<file path="src/rtl/ahb_subordinate_synth.sv">
// ---------------------------------------------------------------------------
// ahb_subordinate_synth
//
// AHB-Lite subordinate wrapping a small word-addressed memory. Accepts
// NONSEQ/SEQ byte, halfword and word reads and writes. Every OKAY data phase
// is stretched by WAIT_STATES HREADYOUT-low cycles. Illegal accesses get the
// two-cycle ERROR response.
//
// Parameters:
//   BASE_ADDR   - first byte address decoded by this block
//   MEM_WORDS   - number of 32-bit memory words (power of two, >= 2)
//   WAIT_STATES - HREADYOUT-low cycles per OKAY data phase (0..15)
//
// Ports:
//   HCLK      in   bus clock, rising edge
//   HRESET    in   asynchronous active-high reset
//   HSEL      in   subordinate select
//   HADDR     in   [31:0] address-phase byte address
//   HTRANS    in   [1:0] transfer type (IDLE/BUSY/NONSEQ/SEQ)
//   HWRITE    in   1 = write, 0 = read
//   HSIZE     in   [2:0] byte / halfword / word
//   HWDATA    in   [31:0] write data (data phase)
//   HREADY    in   bus-wide ready
//   HREADYOUT out  this subordinate's ready
//   HRDATA    out  [31:0] read data (zero outside read data phases)
//   HRESP     out  0 OKAY, 1 ERROR
// ---------------------------------------------------------------------------
module ahb_subordinate_synth #(
  parameter logic [31:0] BASE_ADDR   = 32'h0000_1000,
  parameter int          MEM_WORDS   = 16,
  parameter int          WAIT_STATES = 0
) (
  input  logic        HCLK,
  input  logic        HRESET,
  input  logic        HSEL,
  input  logic [31:0] HADDR,
  input  logic [1:0]  HTRANS,
  input  logic        HWRITE,
  input  logic [2:0]  HSIZE,
  input  logic [31:0] HWDATA,
  input  logic        HREADY,
  output logic        HREADYOUT,
  output logic [31:0] HRDATA,
  output logic        HRESP
);

  localparam int          IDX_W     = $clog2(MEM_WORDS);
  localparam logic [31:0] SPAN      = 32'(4 * MEM_WORDS);
  localparam logic [3:0]  WAIT_INIT = 4'(WAIT_STATES);

  typedef enum logic [2:0] {
    ST_IDLE,
    ST_WAIT,
    ST_DATA,
    ST_ERR1,
    ST_ERR2
  } state_t;

  state_t            state;
  state_t            state_next;
  logic [3:0]        wait_cnt;
  logic [3:0]        wait_cnt_next;

  logic [31:0]       mem [MEM_WORDS];

  logic [IDX_W-1:0]  idx_q;
  logic [1:0]        lane_q;
  logic [1:0]        size_q;
  logic              write_q;

  logic [31:0]       offset;
  logic              active_trans;
  logic              can_accept;
  logic              accept;
  logic              illegal;
  logic [3:0]        byte_en;

  // Address-phase decode. The offset is an unsigned subtraction, so addresses
  // below BASE_ADDR wrap to huge values and fail the same range compare as
  // addresses beyond the top of memory.
  always_comb begin
    offset       = HADDR - BASE_ADDR;
    active_trans = (HTRANS == 2'b10) || (HTRANS == 2'b11);
    can_accept   = (state == ST_IDLE) || (state == ST_DATA) || (state == ST_ERR2);
    accept       = can_accept && HSEL && HREADY && active_trans;
    illegal      = (offset >= SPAN)
                || (HSIZE > 3'b010)
                || ((HSIZE == 3'b001) && HADDR[0])
                || ((HSIZE == 3'b010) && (HADDR[1:0] != 2'b00));
  end

  // State and wait-counter register.
  always_ff @(posedge HCLK or posedge HRESET) begin
    if (HRESET) begin
      state    <= ST_IDLE;
      wait_cnt <= '0;
    end else begin
      state    <= state_next;
      wait_cnt <= wait_cnt_next;
    end
  end

  // Next-state logic and bus responses. Accepts are only honoured in states
  // that close a transfer with HREADYOUT high, so a pipelined address phase
  // is picked up on the same edge that completes the current data phase.
  always_comb begin
    state_next    = state;
    wait_cnt_next = wait_cnt;
    HREADYOUT     = 1'b1;
    HRESP         = 1'b0;

    case (state)
      ST_WAIT: begin
        HREADYOUT     = 1'b0;
        wait_cnt_next = wait_cnt - 4'd1;
        if (wait_cnt == 4'd1) begin
          state_next = ST_DATA;
        end
      end
      ST_ERR1: begin
        HREADYOUT  = 1'b0;
        HRESP      = 1'b1;
        state_next = ST_ERR2;
      end
      ST_ERR2: begin
        HRESP = 1'b1;
      end
      default: begin
      end
    endcase

    if (can_accept) begin
      if (accept) begin
        if (illegal) begin
          state_next = ST_ERR1;
        end else if (WAIT_INIT == 4'd0) begin
          state_next = ST_DATA;
        end else begin
          state_next    = ST_WAIT;
          wait_cnt_next = WAIT_INIT;
        end
      end else begin
        state_next = ST_IDLE;
      end
    end
  end

  // Address-phase capture. The word index is taken only from the in-range
  // offset bits, so no address outside the window aliases into memory.
  always_ff @(posedge HCLK or posedge HRESET) begin
    if (HRESET) begin
      idx_q   <= '0;
      lane_q  <= '0;
      size_q  <= '0;
      write_q <= 1'b0;
    end else if (accept && !illegal) begin
      idx_q   <= offset[IDX_W+1:2];
      lane_q  <= HADDR[1:0];
      size_q  <= HSIZE[1:0];
      write_q <= HWRITE;
    end
  end

  // Byte-lane enables for writes, little-endian: lane a carries HWDATA[8a+7:8a].
  always_comb begin
    byte_en = 4'b0000;
    case (size_q)
      2'b00:   byte_en = 4'b0001 << lane_q;
      2'b01:   byte_en = 4'b0011 << lane_q;
      default: byte_en = 4'b1111;
    endcase
  end

  // Memory array. Writes commit on the closing edge of the DATA cycle, which
  // is why a read pipelined right behind a write already sees the new data.
  always_ff @(posedge HCLK or posedge HRESET) begin
    if (HRESET) begin
      for (int i = 0; i < MEM_WORDS; i++) begin
        mem[i] <= '0;
      end
    end else if ((state == ST_DATA) && write_q) begin
      for (int b = 0; b < 4; b++) begin
        if (byte_en[b]) begin
          mem[idx_q][8*b +: 8] <= HWDATA[8*b +: 8];
        end
      end
    end
  end

  // Read data is the whole addressed word, unshifted; zero in every other cycle.
  always_comb begin
    HRDATA = 32'h0;
    if ((state == ST_DATA) && !write_q) begin
      HRDATA = mem[idx_q];
    end
  end

endmodule
</file>
<file path="config.mk">
export PLATFORM = sky130hd
export DESIGN_NAME = ahb_subordinate_synth
export DESIGN_NICKNAME = d
export VERILOG_FILES = /design/src/rtl/ahb_subordinate_synth.sv
export SDC_FILE = /design/constraint.sdc
export NUM_CORES = 1
export LEC_CHECK = 0
export BUFFER_PORTS_ARGS = -buffer_cell sky130_fd_sc_hd__buf_2
export CORE_MARGIN = 4
export CORE_UTILIZATION = 46
export CTS_CLUSTER_SIZE = 16
export DETAILED_ROUTE_END_ITERATION = 6
export PLACE_DENSITY_LB_ADDON = 0.05
export SYNTH_ARGS = -nofsm -noshare
export SYNTH_HDL_FRONTEND = slang
export SYNTH_SLANG_ARGS = --single-unit
</file>
<file path="constraint.sdc">
create_clock -name HCLK -period 24.6 [get_ports HCLK]
set_input_delay 3.69 -clock HCLK [delete_from_list [all_inputs] [get_ports HCLK]]
set_output_delay 3.69 -clock HCLK [all_outputs]
set_load 0.01 [all_outputs]
</file>
==> results_dict.tcl, run 1 <==
set metrics [dict create \
    num_vias 13310 \
    critical_path_fanouts_max 36 \
    synth_top_cell_area_share 0.5457 \
    ff2ff_path_depth 5 \
    ys_warn_count 0 \
    dp.final_hpwl_mm 33.40 \
    final_worst_hold_slack_ns 0.4832 \
    combinationalPowerShare 0.049 \
    rows 83 \
    gr-total-overflow 0 \
    pre_cts_ws_ns 17.18 \
    insertion_delay_ns 0.62 \
    maxSlewHeadroom 0.2293 \
    detail_route.wirelength_mm 56.85 \
    synth-seq-cells 528 \
    power_per_cell_area_nw_per_um2 68.43 \
    switching_share 0.2228 \
    worstSetupPathType "reg2out" \
    layout-drive-gt1-share 0.5822 \
    ys_dominant_reg_cell "dfrtp_1" \
    maxCapViolCount 0 \
    dr.pass1.iters 4 \
    multi_input_gate_area_in_the_final_layout_um2 10620 \
    place.gp.congestion 0.7382 \
    via_count_of_the_first_global_routing_pass 14350 \
    ir_worst_vdd_mv 0.04819 \
    worst_setup_path_end_kind "output pin" \
    io_pins 108 \
    setup_tns_ns 0 \
    leading_cell_type_by_number_of_instances_after_synthesis "dfrtp_1" \
    fin_cells 2307 \
    cts_sinks 528 \
    slew_viol_final 0 \
    finalSetupViolCount 0 \
    drc_errors 0 \
    cts_hold_buffers 0 \
    timing.final.crit_period_ns 7.922 \
    floorplan.die.width_um 237.4 \
    cp.required_ns 20.91 \
    netlist_instances 1484 \
    synth_async_sr_flop_share 1.000 \
    chipHeight_um 237.4 \
    worstHoldPathType "reg2reg" \
    finalNetCount 1654 \
    syn2layout_area_growth_pct 13.22 \
    tritoncts "yes" \
    unrepaired_setup_endpoints_after_global_routing "false" \
    route.antenna.remaining_nets 0 \
    finish.utilization 0.5301 \
    p_switching_w 0.0004179 \
    core_area_um2 51720 \
    internal_power_w 0.001458 \
    start_util 0.4682 \
    synth_area_leader_cell "dfrtp_1" \
    cts-root-to-sink-buffers 3 \
    post-route-worst-setup-slack_ns 16.68 \
    worst-slew-pin-transition_ns 1.152 \
    drt_iter0_markers 700 \
    grt_first_pass_wirelength_mm 89.27 \
    fillerInstances 4315 \
    placement.io_buffers 106 \
    p_leak_nw 12.34 \
    die-area_um2 56370 \
    cp_data_arrival_time_ns 4.23 \
    clk_root_buffer_cell "clkbuf_16" \
    top_cells_by_count_synth "dfrtp_1 (528), mux2_2 (521), mux4_2 (160)" \
    placed_cells 2198 \
    synth-seq-area-share 0.5457 \
    seq_area_um2 13230 \
    register_share_of_total_power 0.476 \
    crit_path_start_kind "flop" \
    regToRegEndpoint "mem[278]" \
    synth_top_cells_by_area "dfrtp_1 (55%), mux2_2 (24%), mux4_2 (15%)" \
    antenna_found_initial 3 \
    hold_violations 0 \
    cts_resized 0 \
    h-tree-depth 2 \
    crit_start "idx_q[0]" \
    routedWlPerCell_um 24.64 \
    grt.total_usage 0.2059 \
    clock_slew_seen_by_the_registers_of_the_worst_setup_and_hold_paths_ns 0.06 \
    cts_made_buffers 58 \
    syn_avg_cell_area_um2 16.32 \
    number_of_enable_type_register_cells_in_the_synthesized_netlist 0 \
    synthesis.nets 1560 \
    clock_skew_ns 0.01759 \
    timing.critical_path.to "HRDATA[21]" \
    post-cts-setup-buffers 0 \
    final.period_utilization 0.3220 \
    status "finished clean" \
    synth_cell_types 40 \
    max_freq_mhz 126.2 \
    worstReg2RegStart "idx_q[1]" \
    setup.reg_to_reg.worst_slack_ns 20.25 \
    netlist_area_um2 24210 \
    maximum_number_of_pins_on_one_net_before_global_route_repair 138 \
    viasPerCell 5.768 \
    clock_power_share 0.475 \
]
-- per-layer routing --
| metal | GRT usage | vias up | share of wire |
|---|---|---|---|
| met5 | 0 | - | 0.00019 |
| met4 | 0.03999 | 2 | 0.016 |
| met3 | 0.03771 | 74 | 0.053 |
| met2 | 0.3451 | 245 | 0.50 |
| met1 | 0.2871 | 7199 | 0.43 |
| li1 | - | 5787 | - |
-- registers in the layout, summed over array words and instances, names as in the netlist --
register,flops
write_q,1
idx_q,4
lane_q,2
size_q,2
state,3
wait_cnt,4
mem,512
-- power by group through the flow --
stage	combinational (W)	clock, W	sequential [W]
final	0.0000919	0.000892	0.000893
after global routing	0.000104	0.000954	0.000894
after CTS	0.0000945	0.000918	0.000892
after detailed placement	0.0000943	0	0.000908
after global placement	0.0000923	0	0.000907
after floorplan	0.0000613	0	0.000905
-- kinds of logic after synthesis --
| logic type | synth area share |
|---|---|
| mux | 0.3911 |
| flops | 0.5457 |
| simple gates | 0.04144 |
| buf+inv | 0.01597 |
| compound gates | 0.003669 |
| xor+xnor | 0.001085 |
| fa+ha+maj | 0.001033 |
-- worst min-delay path by stage --
stage	startpoint	end	slack [ns]	cells after the start
floorplan	wait_cnt[3]	wait_cnt[3]	0.44	1
global placement	wait_cnt[3]	wait_cnt[3]	0.47	1
detailed placement	wait_cnt[3]	wait_cnt[3]	0.49	1
CTS	wait_cnt[3]	wait_cnt[3]	0.50	1
global route	mem[174]	mem[174]	0.51	1
finish	wait_cnt[3]	wait_cnt[3]	0.48	1
-- worst max-delay path, cell delays in order (launching register included) --
cell	delay, ns
dfrtp_4	0.70
buf_4	0.64
buf_4	0.75
mux4_2	0.62
mux4_2	0.51
nor2b_1	0.18
buf_2	0.18
-- stage by stage --
stage	cell area, µm²	power, W
after floorplan	24210	0.0009667
after global placement	25430	0.0009996
after detailed placement	25430	0.001002
after CTS	27410	0.001905
after global routing	27410	0.001951
final	27420	0.001876
-- area by class of cell --
class                   instances  share of cell area
flip-flops and latches        528              0.4824
well taps                     680             0.03103
clock buffers                  88             0.06330
repair buffers                129             0.02565
inverters                       5           0.0009584
clock inverters                19            0.009082
diodes                          2           0.0001826
multi-input cells             856              0.3874
-- cell usage in the layout (no fill, tap or decap), types with 3 or more instances in the layout --
cell type and n:
inv_1 4, or4_4 3, nor2_1 34, clkbuf_16 59, nor4_1 4, clkinv_2 10, mux4_2 160, a21oi_1 6
nand2_1 10, clkbuf_8 15, buf_4 23, nand4_1 4, bufinv_16 5, nand2b_1 6, nor3_2 24, buf_2 106
or2_2 3, dfrtp_1 524, nand3_1 16, nor2b_1 35, nor3_1 3, clkbuf_1 14, dfrtp_4 3, o21ai_0 3
mux2_2 521
No activity file was read; power rests on OpenSTA's default activity.
==> inputs of run 2 (changes only) <==
==> constraint.sdc (replaced) <==
create_clock -name HCLK -period 8.1 [get_ports HCLK]
set_input_delay 1.215 -clock HCLK [delete_from_list [all_inputs] [get_ports HCLK]]
set_output_delay 1.215 -clock HCLK [all_outputs]
set_load 0.01 [all_outputs]
==> run 2 against run 1 <==
Die area is the same. Final cell count fell by 0.61%. Hold slack improved by 0.015 ns. Routed wire length increased by 0.62%. Non-clock buffer count fell by 6. Via count fell by 0.73%. Sequential share of layout area grew 0.31 points. Clock skew about the same. First-iteration DRC count increased by 25%. Total power rose to 2.9 times the previous value. Flip-flop and latch count is the same. Register-to-register slack worse by 16 ns.
==> results_dict.tcl, run 2 (synthesized netlist as in run 1, its figures left out) <==
set metrics [dict create \
    worst_path_most_repeated_cell "mux4_2" \
    cts_resized 0 \
    start_util 0.4682 \
    maxSlewHeadroom 0.1630 \
    setup_tns_ns 0 \
    critical_path_fanouts_max 40 \
    detail_route.wirelength_mm 57.21 \
    antenna_found_initial 2 \
    stdcell_area_um2 27240 \
    num_vias 13210 \
    hold_path_sink "mem[295]" \
    post-cts-setup-buffers 0 \
    status "finished clean" \
    hold_violations 0 \
    worst_setup_path_end_kind "output pin" \
    max_freq_mhz 199.8 \
    fillerInstances 4298 \
    worstSetupPathType "reg2out" \
    clock_slew_seen_by_the_registers_of_the_worst_setup_and_hold_paths_ns 0.06 \
    clk_root_buffer_cell "clkbuf_16" \
    slew_viol_final 0 \
    syn2layout_area_growth_pct 12.51 \
    floorplan.die.width_um 237.4 \
    post-route-worst-setup-slack_ns 3.096 \
    core_area_um2 51720 \
    route.antenna.remaining_nets 0 \
    via_count_of_the_first_global_routing_pass 14340 \
    cts_sinks 528 \
    unrepaired_setup_endpoints_after_global_routing "false" \
    cts-root-to-sink-buffers 3 \
    worstHoldPathType "reg2reg" \
    gr-total-overflow 0 \
    power_per_cell_area_nw_per_um2 202.8 \
    drt_iter0_markers 875 \
    crit_path_max_incr_delay_ns 1.02 \
    finalSetupViolCount 0 \
    placed_cell_area_um2 25430 \
    global_route.usage.met1 0.2929 \
    timing.final.crit_period_ns 5.005 \
    rows 83 \
    cp_num_buf_inv 2 \
    grt_first_pass_wirelength_mm 88.75 \
    place.gp.congestion 0.7386 \
    cp.required_ns 6.88 \
    layout-drive-gt1-share 0.5751 \
    grt_use_met3 0.03202 \
    cp_data_arrival_time_ns 3.79 \
    maximum_number_of_pins_on_one_net_before_global_route_repair 176 \
    drc_errors 0 \
    largest_reg_flops 512 \
    top_cell_family_by_delay_on_the_critical_path "multiplexers" \
    clock_skew_ns 0.01730 \
    regToRegEndpoint "mem[278]" \
    p_leak_nw 12.23 \
    cts_made_buffers 58 \
    worst_hold_path.num_cells 1 \
    tritoncts "yes" \
    ff2ff_path_depth 5 \
    die-area_um2 56370 \
    ir_worst_vdd_mv 0.1502 \
    crit_chain "buf_4 > mux4_2 > mux4_2 > nor2b_1 > buf_2" \
    leading_cell_type_in_the_layout_fill_and_taps_excluded "dfrtp_1" \
    grt.busiest_layer "met2" \
    insertion_delay_ns 0.61 \
    maxCapViolCount 0 \
    chipHeight_um 237.4 \
    crit_path_top_delay_cell "dfrtp_4" \
    dp.final_hpwl_mm 32.82 \
    worst-slew-pin-transition_ns 1.251 \
    dr.pass1.iters 4 \
    worstReg2RegStart "idx_q[0]" \
    holdCritStartpoint "mem[295]" \
    setup.reg_to_reg.worst_slack_ns 3.90 \
    crit_path_start_kind "flop" \
    finalNetCount 1648 \
    final.period_utilization 0.6178 \
    io_pins 108 \
    grt.total_usage 0.2054 \
    largest_registers "mem x512, idx_q x4, wait_cnt x4" \
    global_route.usage.met2 0.3365 \
    top_reg_by_flops "mem" \
    viasPerCell 5.761 \
    cts_hold_buffers 0 \
    routedWlPerCell_um 24.95 \
    h-tree-depth 2 \
    pre_cts_ws_ns 3.593 \
    placement.io_buffers 106 \
    layout.cells.most_common_list "dfrtp_1 (524), mux2_2 (521), mux4_2 (160), buf_2 (106), clkbuf_16 (61)" \
]
==> run 2: metrics by stage <==
stage / std cells / util / total power, W / hold WS, ns
2_1_floorplan: 1484 / - / 0.002937 / 0.4426
3_3_place_gp: 2192 / 0.4917 / 0.003037 / 0.4703
3_5_place_dp: 2192 / 0.4917 / 0.003045 / 0.4881
4_1_cts: 2292 / 0.5267 / 0.005602 / 0.5032
5_1_grt: 2292 / 0.5267 / 0.005735 / 0.5057
6_report: 2293 / 0.5267 / 0.005524 / 0.4979
==> run 2: worst max-delay path by stage <==
stage                   from          to  cells after the start
CTS                 idx_q[0]  HRDATA[23]                      5
global placement    idx_q[0]  HRDATA[23]                      5
finish              idx_q[0]  HRDATA[23]                      5
global route        idx_q[0]  HRDATA[18]                      5
floorplan             HRESET    idx_q[0]                      1
detailed placement  idx_q[0]  HRDATA[23]                      5
==> run 2: area by class of cell <==
cell class                 instances  area (µm²)  area share
tap                              680       850.8     0.03123
clock buffer                      91        1739     0.06384
sequential                       528       13230      0.4855
multi-input combinational        856       10620      0.3899
antenna                            1       2.502  0.00009186
inverter                           5       22.52   0.0008268
timing repair buffer             123       708.2     0.02600
clock inverter                     9       72.57    0.002664
==> run 2: worst register-to-register path, stage by stage, from the launching register on <==
cell and delay [ns]:
dfrtp_4 1.02, buf_12 0.55, nand3_1 0.68, nand2b_1 0.43
nor2_1 0.96, mux2_2 0.44
==> run 2: metal layers <==
metal	up-vias	wire (µm)
met3	74	2689
met4	2	1072
met2	244	27550
li1	5777	-
met5	-	13
met1	7113	25880
==> run 2: where the power goes <==
part           internal (W)  switching (W)
Sequential          0.00268      0.0000280
Combinational      0.000116       0.000165
Clock               0.00149        0.00104
